[src/rtl/imem_fetch_ctrl.sv]
// Instruction fetch sequencer: owns the fetch PC, tracks the single in-flight read of a
// one-cycle-latency memory and buffers returned words in a 2-entry FIFO towards decode.
// Optional misaligned-redirect trap: define IMEM_FETCH_MISALIGN_TRAP_EN.
module imem_fetch_ctrl #(
    parameter int unsigned          ADDR_W   = 32,
    parameter logic [ADDR_W-1:0]    RESET_PC = '0
) (
    input  logic              clk,
    input  logic              rst_n,
    input  logic              fetch_en,
    input  logic              redirect_valid,
    input  logic [ADDR_W-1:0] redirect_pc,
    output logic [ADDR_W-1:0] mem_addr,
    input  logic [31:0]       mem_rdata,
    output logic              out_valid,
    input  logic              out_ready,
    output logic [31:0]       out_instr,
    output logic [ADDR_W-1:0] out_pc,
    output logic              fetch_fault
);

    typedef enum logic [0:0] {StRun, StFault} state_e;

    state_e            state_q;
    logic [ADDR_W-1:0] fetch_pc_q, inflight_pc_q, pc0_q, pc1_q;
    logic [31:0]       instr0_q, instr1_q;
    logic [1:0]        count_q;
    logic              inflight_q;

    logic              pop, push, issue;
    logic [2:0]        occupancy;
    logic [ADDR_W-1:0] redir_pc;

    assign pop  = out_valid & out_ready;
    assign push = inflight_q & ~redirect_valid;
    // Entries that will be held after this cycle; issuing keeps room for the new word.
    assign occupancy = {1'b0, count_q} + {2'b00, inflight_q} - {2'b00, pop};
    assign issue = (state_q == StRun) & fetch_en & ~redirect_valid & (occupancy <= 3'd1);

`ifdef IMEM_FETCH_MISALIGN_TRAP_EN
    logic misalign;
    assign misalign    = |redirect_pc[1:0];
    assign redir_pc    = redirect_pc;
    assign fetch_fault = (state_q == StFault);
`else
    logic unused_redirect_lsb;
    assign unused_redirect_lsb = ^redirect_pc[1:0];
    assign redir_pc            = {redirect_pc[ADDR_W-1:2], 2'b00};
    assign fetch_fault         = 1'b0;
`endif

    assign mem_addr  = fetch_pc_q;
    assign out_valid = (count_q != 2'd0);
    assign out_pc    = pc0_q;
    assign out_instr = instr0_q;

    always_ff @(posedge clk or negedge rst_n) begin
        if (!rst_n) begin
            state_q       <= StRun;
            fetch_pc_q    <= RESET_PC;
            inflight_pc_q <= '0;
            inflight_q    <= 1'b0;
            count_q       <= 2'd0;
            pc0_q         <= '0;
            pc1_q         <= '0;
            instr0_q      <= '0;
            instr1_q      <= '0;
        end else if (redirect_valid) begin
            // A head pop in this cycle is simply not re-presented after the flush.
            count_q    <= 2'd0;
            inflight_q <= 1'b0;
            fetch_pc_q <= redir_pc;
`ifdef IMEM_FETCH_MISALIGN_TRAP_EN
            state_q    <= misalign ? StFault : StRun;
`endif
        end else begin
            inflight_q <= issue;
            if (issue) begin
                inflight_pc_q <= fetch_pc_q;
                fetch_pc_q    <= fetch_pc_q + ADDR_W'(4);
            end
            case ({push, pop})
                2'b10: begin
                    if (count_q == 2'd0) begin
                        pc0_q    <= inflight_pc_q;
                        instr0_q <= mem_rdata;
                    end else begin
                        pc1_q    <= inflight_pc_q;
                        instr1_q <= mem_rdata;
                    end
                    count_q <= count_q + 2'd1;
                end
                2'b01: begin
                    pc0_q    <= pc1_q;
                    instr0_q <= instr1_q;
                    count_q  <= count_q - 2'd1;
                end
                2'b11: begin
                    if (count_q == 2'd1) begin
                        pc0_q    <= inflight_pc_q;
                        instr0_q <= mem_rdata;
                    end else begin
                        pc0_q    <= pc1_q;
                        instr0_q <= instr1_q;
                        pc1_q    <= inflight_pc_q;
                        instr1_q <= mem_rdata;
                    end
                end
                default: ;
            endcase
        end
    end

    fifo_no_overflow_a: assert property (@(posedge clk) disable iff (!rst_n)
        !(push && !pop && count_q == 2'd2));

endmodule

[config.mk]
export PLATFORM = sky130hd
export DESIGN_NAME = imem_fetch_ctrl
export DESIGN_NICKNAME = d
export VERILOG_FILES = /design/src/rtl/imem_fetch_ctrl.sv
export SDC_FILE = /design/constraint.sdc
export NUM_CORES = 1
export LEC_CHECK = 0
export ABC_AREA = 1
export BUFFER_PORTS_ARGS = -buffer_cell sky130_fd_sc_hd__buf_2
export CORE_MARGIN = 4
export CORE_UTILIZATION = 42
export DETAILED_ROUTE_END_ITERATION = 6
export GPL_TIMING_DRIVEN = 0
export PLACE_DENSITY = 0.86
export RECOVER_POWER = 25
export SYNTH_ARGS = -nofsm -noshare
export SYNTH_HDL_FRONTEND = slang
export SYNTH_SLANG_ARGS = --single-unit
export TNS_END_PERCENT = 10
[constraint.sdc]
create_clock -name clk -period 1.2 [get_ports clk]
set_clock_uncertainty 0.2 [all_clocks]
set_input_delay 0 -clock clk [delete_from_list [all_inputs] [get_ports clk]]
set_output_delay 0 -clock clk [all_outputs]
set_load 0.005 [all_outputs]
==> run summary, run 1 <==
Before CTS, the worst setup slack after placement is -0.262 ns. Start of the worst register-to-register path: count_q[1]$_DFFE_PN0P_. For the share of the core filled with cells in the final layout, the log shows 0.644. The transition time of the tightest slew-check pin is 0.765 ns.

The share of the clock period used by the worst path after layout works out to 1.04. The tools report the weighted congestion at the end of routability-driven global placement as 0.713. Leaving out fill and tap cells, the most frequent cell in the layout is sky130_fd_sc_hd__buf_2. The share of the yosys chip area belonging to registers came out at 0.627. The tool flagged a number of max-cap violations equal to 0. The first global-routing pass estimated 10.2 mm of wire. The H-tree was split into 3 levels.

The run finished, with violations left. The run gives 0 as the initial antenna violation count. The repair_antennas step left the layout with diodes totalling 0. After the first detailed-routing iteration, the DRC count stood at 88. The largest fanout of any net on the critical path was 2; the TritonCTS sink count was 64. The area fraction of the dominant cell type after synthesis is 0.627, and the sequential cell area is 1600 sq um.

The headroom to the max-slew limit was 0.490; the port buffer count was 96. The die boundary width was 86.0 um; the count of mapped cells out of synthesis was 277. The layout has 472 filler cells. Critical path class: flip-flop to output pin. The effective utilization at floorplan was 0.432; the power per cell area was 1230 nW/um^2. The number of global-route vias before repair is 2,193, and the path depth of the worst reg2reg path is 4. The tools report the length of the first detailed-routing pass in iterations as 4. The min-delay analysis places its worst path in the category primary input to flip-flop. The run gives 4.05 mm as the post-detailed-placement half-perimeter wirelength. The proportion of layout cells with a drive suffix above 1 is 0.349. The net count of the finished layout is 527. The number of cells in the design after placement is 482. The tools report the number of warnings issued by yosys as 1.

The worst setup path is captured at an output pin. The library cells used most frequently in the layout, excluding fill and tap cells, are 103 x sky130_fd_sc_hd__buf_2, 93 x sky130_fd_sc_hd__nand2_1, 64 x sky130_fd_sc_hd__dfrtp_1. For this run, the top clock speed supported by timing is 803 MHz. Once detail routing completed, the nets flagged for antenna violations numbered 0.

After global routing the overflow that remains totals 0. STA classifies the critical path startpoint as a flip-flop. From bottom edge to top edge, the die measures 86.0 um. Counting along the longest clock path gives a buffer depth of 2.

Setup violations remaining at the end of the flow were counted as 7. The run gives 5920 sq um as the core footprint. Clock-pin slew was measured on the worst setup and hold paths at 0.06 ns.

The area growth from synthesis to layout is 49.2%. The area taken by multi-input logic gates was 642 sq um. The final layout contains routed wiring with a total length of 5.99 mm. Counting I/O delays and the setup requirement, the final critical path takes 1.24 ns.

Excluding fillers, the count of instances in the completed layout stands at 534. Required arrival time at the worst endpoint: 1.00 ns. The post-route total power came out at 0.00468 W. TritonCTS created 9 clock buffers. Synthesis instantiated 10 different standard cells from the library. After detailed routing, the average wire length per cell comes to 11.2 um. Vias per cell: 4.07. The critical register-to-register path endpoint was out_instr[31]$_DFFE_PN0P_. At the worst endpoint, the arrival time is 1.04 ns. The clock latency at the later pin of the worst-skew pair came out at 0.33 ns. The cell row count came out at 28. The leakage power is 2.27 nW. 167 I/O pins were placed. Setup repair after global routing could not meet its margin everywhere. The checks that failed: negative hold slack, negative setup slack. The critical path starts at count_q[1]$_DFFE_PN0P_.

TritonCTS built the clock tree. Across the VDD grid, the largest voltage drop is 0.000677 V. The area of the die is 7400 sq um, and the final max-slew violation count is 0. The post-synthesis instance area was 2550 sq um.

The total global routing track utilization is 0.178. The DRC violation count after routing is 0, and the post-synthesis sequential element count is 64. In the post-synthesis netlist, the biggest area contributors are sky130_fd_sc_hd__dfrtp_1 63%, sky130_fd_sc_hd__nand2_1 14%, sky130_fd_sc_hd__buf_4 11%.

Maximum number of pins on one net before global-route repair: 65. Final worst slack: -0.0449 ns. The worst register-to-register path has a setup slack of 0.07 ns. The hold slack is -0.119 ns.

The capture point of the worst path was out_valid. Of all cell types, the one taking the most synthesized area is sky130_fd_sc_hd__dfrtp_1. The detailed router placed 2,172 vias in this run. CTS placed an instance of sky130_fd_sc_hd__clkbuf_8 at the clock tree root.

The average instance in the mapped netlist occupies 9.22 sq um. The tools report the final hold violation count as 2.
## kinds of logic after synthesis
kind of cell | Yosys count | synth area share
other | 1 | 0.00147
buffers and inverters | 81 | 0.178
and+or+nand+nor | 131 | 0.194
DFF | 64 | 0.627
## per-layer routing
| layer | GRT usage | wire [um] | up-vias |
|---|---|---|---|
| li1 | - | - | 1081 |
| met1 | 0.207 | 2260 | 990 |
| met2 | 0.294 | 3030 | 91 |
| met3 | 0.0701 | 611 | 10 |
| met4 | 0.0676 | 92 | 0 |
| met5 | 0 | 0 | - |
## through the flow
step / cell area [sq um] / setup TNS [ns]
floorplan: 2680 / 0
global placement: 3260 / -12.66
detailed placement: 3260 / -16.88
CTS: 3780 / -0.429
global route: 3810 / -0.559
finish: 3810 / -0.0858
## power breakdown
group	leakage (nW)	total, W	internal, W	switching, W
sequential	0.745	0.00246	0.00236	0.000106
combinational	1.45	0.000764	0.000408	0.000357
clock	0.0797	0.00145	0.000751	0.000702
total	2.27	0.00468	0.00352	0.00116
## synthesized netlist by cell type
| master | count |
|---|---|
| sky130_fd_sc_hd__nand2_1 | 93 |
| sky130_fd_sc_hd__dfrtp_1 | 64 |
| sky130_fd_sc_hd__buf_4 | 38 |
| sky130_fd_sc_hd__inv_1 | 36 |
| sky130_fd_sc_hd__nor2_1 | 36 |
| sky130_fd_sc_hd__buf_2 | 6 |
| sky130_fd_sc_hd__conb_1 | 1 |
| sky130_fd_sc_hd__inv_2 | 1 |
| sky130_fd_sc_hd__nand3_1 | 1 |
| sky130_fd_sc_hd__nor2_2 | 1 |
## sequential cells by signal, summed over array words and instances (netlist names)
signal and count:
count_q 2, mem_addr 30, out_instr 32
## layout make-up
type	instances	share of cell area
sequential	64	0.420
clock inverter	2	0.00263
clock buffer	10	0.0361
buffer	44	0.0857
inverter	37	0.0364
tap	75	0.0246
multi-input combinational	166	0.168
timing repair buffer	136	0.226
## worst min-delay path by stage
stage,startpoint,endpoint,slack (ns),cells past startpoint
final,redirect_valid,count_q[1]$_DFFE_PN0P_,-0.12,4
after global routing,redirect_valid,count_q[1]$_DFFE_PN0P_,-0.08,4
after CTS,redirect_valid,count_q[1]$_DFFE_PN0P_,-0.22,4
after detailed placement,redirect_pc[4],mem_addr[4]$_DFFE_PN0P_,0.008,3
after global placement,redirect_pc[17],mem_addr[17]$_DFFE_PN0P_,-0.0007,3
after floorplan,rst_n,count_q[0]$_DFFE_PN0P_,-0.50,0
## worst max-delay path: stages (launching register included)
cell and delay, ns:
sky130_fd_sc_hd__dfrtp_1 0.41, sky130_fd_sc_hd__nor2_4 0.14, sky130_fd_sc_hd__inv_1 0.05, sky130_fd_sc_hd__buf_2 0.12
## timing repair
| action | in CTS | in global routing |
|---|---|---|
| pin swaps | 1 | 1 |
| endpoints found under the setup margin | 31 | 47 |
| resized for setup | 1 | 9 |
| buffers inserted | 1 | 1 |
| hold buffers | 37 | 1 |
| hold endpoints to repair | 123 | 66 |
Note: power is estimated with default switching activity, not from simulation.
==> inputs of run 2 (changes only) <==
Settings changed: CELL_PAD_IN_SITES_DETAIL_PLACEMENT set to 0, CELL_PAD_IN_SITES_GLOBAL_PLACEMENT set to 1, CORE_UTILIZATION 42 to 29, PLACE_DENSITY 0.86 to 0.85.
==> run summary, run 2 (synthesis results as in run 1) <==
The endpoint of the worst hold-timing path is mem_addr[10]$_DFFE_PN0P_. The core footprint was 8380 sq um (+42%); the post-CTS setup buffer count was 0 (-1). The final worst slack was -0.0549 ns (-0.0100 ns). For the detailed-route wire length, the log shows 6.14 mm (+2.4%).

The port buffer count was 96 (unchanged). The die outline height works out to 102 um (+18%). The run gives 572 (+7.1%) as the number of standard cells in the layout, taps in and fillers out. The headroom to the max-slew limit is 0.469 (-0.0211).

The worst hold-check path type is primary input to flip-flop. Hold-critical path depth: 5 (+1). The final hold violation count is 0 (-2).

The kind of cell with the highest combined delay along the critical path is flip-flops. Post-detailed-placement half-perimeter wirelength: 4.12 mm (+1.8%). The share of the clock period used by the worst path after layout was 1.05 (+0.00836); the via count of the routed design was 2,136 (-1.7%). The maximum level of the CTS H-tree is 3 (unchanged). The logs give 0 (unchanged) for the DRC violation count after routing and 9 (unchanged) for the number of buffers inserted during clock tree synthesis. The largest fanout of any net on the critical path works out to 2 (unchanged). For the sum of overflow across all layers after global routing, the log shows 0 (unchanged). The worst setup path is launched from a flip-flop. Setup repair after global routing could not meet its margin everywhere.

The run gives 2 (unchanged) as the buffer levels on the longest clock path. The total global routing track utilization came out at 0.121 (-0.0563). Traced cell by cell, the critical path runs through nor2_4 > inv_1 > buf_2. In this run the critical register-to-register path is launched from count_q[0]$_DFFE_PN0P_. The number of global-route vias before repair is 2,130 (-2.9%), and the setup slack of the most critical reg-to-reg path is 0.01 ns (-0.06 ns).

The tools report the number of DRC markers after the initial detailed-route iteration as 64 (-27%). Path depth of the worst reg2reg path: 4 (unchanged). The run gives 0 (unchanged) as the number of nets with antenna violations after routing. The proportion of layout cells with a drive suffix above 1 came out at 0.306 (-0.0424). TritonCTS built the clock tree. The most common library cell in the layout ignoring fill and taps is sky130_fd_sc_hd__nand2_1. The maximum cell stage delay along the critical path is 0.41 ns (about the same). The global-route wire length before repair was 9.83 mm (-3.7%); the area growth from synthesis to layout was 56.5%.

Clock input transition at the sequential cells of the worst setup and hold paths: 0.07 ns (about the same). The wire length per cell after detailed routing was 10.7 um (-4.4%). met2 is the most crowded layer. The flow ran to the end, but the final reports show violations. Leakage power: 2.31 nW (+1.5%).

The checks that failed: negative setup slack. The transition time of the tightest slew-check pin came out at 0.797 ns (+0.0317 ns). Reported max-cap violation count: 0 (unchanged).

The highest attainable clock frequency came out at 797 MHz (-0.80%). Critical register-to-register path endpoint: out_instr[0]$_DFFE_PN0P_. STA classifies the critical path endpoint as an output pin. Net count of the finished layout: 531 (+0.76%).

The vias per cell is 3.73 (-8.2%), and the TritonCTS sink count is 64 (unchanged). The clock tree root driver cell is sky130_fd_sc_hd__clkbuf_8. The maximum vdd drop was 0.000682 V (+0.70%).

The tools report the weighted congestion at the end of routability-driven global placement as 0.723 (+1.4%). The run gives 1.00 ns (about the same) as the required arrival time at the worst endpoint. The run gives 0 (unchanged) as the initial antenna violation count. The length of the first detailed-routing pass in iterations is 4 (unchanged). The power per cell area is 1420 nW/um^2 (+15%), and the effective utilization at floorplan is 0.305 (-0.127). The number of flip-flops in the largest register is 32 (unchanged).

Critical path class: flip-flop to output pin. The clock latency at the later pin of the worst-skew pair is 0.33 ns (about the same). For the share of the core filled with cells in the final layout, the log shows 0.477 (-0.167).

The run gives 1.05 ns (about the same) as the data arrival time of the critical path. The logs give 1 (-6) for the setup-violating endpoint count in the final report and 65 (unchanged) for the maximum number of pins on one net before global-route repair. The met2 demand-to-capacity share in global routing is 0.191 (-0.103). The cell row count came out at 33 (+18%). The final period demand of the worst path was 1.25 ns (+0.0100 ns); the number of antenna diodes was 0 (unchanged). The die boundary width is 102 um (+18%). The tools report the final max-slew violation count as 0 (unchanged). The area of the die came out at 10,400 sq um (+40%).

Number of cells in the design after placement: 512 (+6.2%). In the layout the commonest cells are 93 x sky130_fd_sc_hd__nand2_1, 84 x sky130_fd_sc_hd__buf_2, 64 x sky130_fd_sc_hd__dfrtp_1. On the critical path, the stage with the largest delay is an instance of sky130_fd_sc_hd__dfrtp_1. The number of buffers and inverters on the critical path is 2 (unchanged). For the top-level I/O count, the log shows 167 (unchanged).

Launch instance of the worst min-delay path: redirect_valid. The met3 global-route usage is 0.0389 (-0.0312), and the global-route met1 utilization is 0.154 (-0.0529).
-- run 2: cell count changes in the layout (fill, tap and decap cells not counted), sizes merged --
cell,change
dlygate4sd3,+5
inv,+1
clkbuf,+16
buf,-19
dlymetal6s4s,+1
bufinv,+4
-- run 2: worst max path at each step --
| stage | startpoint | to | slack [ns] | depth (start not counted) |
|---|---|---|---|---|
| 4_1_cts | count_q[1]$_DFFE_PN0P_ | out_valid | -0.07 | 3 |
| 6_report | count_q[1]$_DFFE_PN0P_ | out_valid | -0.05 | 3 |
| 5_1_grt | count_q[1]$_DFFE_PN0P_ | out_valid | -0.11 | 3 |
| 2_1_floorplan | count_q[0]$_DFFE_PN0P_ | out_instr[0]$_DFFE_PN0P_ | 0.10 | 4 |
| 3_5_place_dp | count_q[0]$_DFFE_PN0P_ | out_instr[16]$_DFFE_PN0P_ | -0.02 | 4 |
| 3_3_place_gp | rst_n | mem_addr[22]$_DFFE_PN0P_ | -0.29 | 1 |
-- run 2: per-stage QoR --
step	power [W]	area (sq um)	TNS (ns)	hold WS (ns)	worst slack, ns
after global placement	0.00315	3290	-18.46	-0.0000364	-0.292
after global routing	0.00597	4000	-2.11	0.0913	-0.113
after detailed placement	0.00317	3300	-0.0664	-0.0593	-0.0227
final	0.00566	4000	-0.0549	0.0658	-0.0549
after CTS	0.00575	3990	-1.16	0.116	-0.0710
after floorplan	0.00281	2680	0	-0.496	0.105
-- run 2: area by class of cell --
cell class              instances  area [sq um]
repair buffers                140           893
inverters                      37           139
clock inverters                 7           143
clock buffers                   9           124
plain buffers                  44           327
multi-input cells             166           639
well taps                     105           131
fillers                       814          4380
flip-flops and latches         64          1600
-- run 2: worst min-delay path, delay by kind of cell --
kind | cells | cell delay (ns)
buffers and inverters | 3 | 0.45
and+or+nand+nor | 2 | 0.13
-- run 2: layer usage --
metal / vias up / wire [um]
li1: 1098 / -
met1: 928 / 2740
met2: 100 / 2730
met3: 10 / 567
met4: 0 / 106
met5: - / 0
-- run 2: repair_timing --
action | CTS | global route
cloned | 0 | 2
gates resized for setup | 1 | 9
pin swaps | 1 | 1
hold endpoints to repair | 128 | 0
hold buffers | 42 | 0
endpoints found under the setup margin | 26 | 40
-- run 2: where the power goes --
part	switching (W)	internal, W	total (W)
clock	0.000842	0.00160	0.00244
sequential	0.000106	0.00236	0.00246
combinational	0.000353	0.000404	0.000757
total	0.00130	0.00436	0.00566
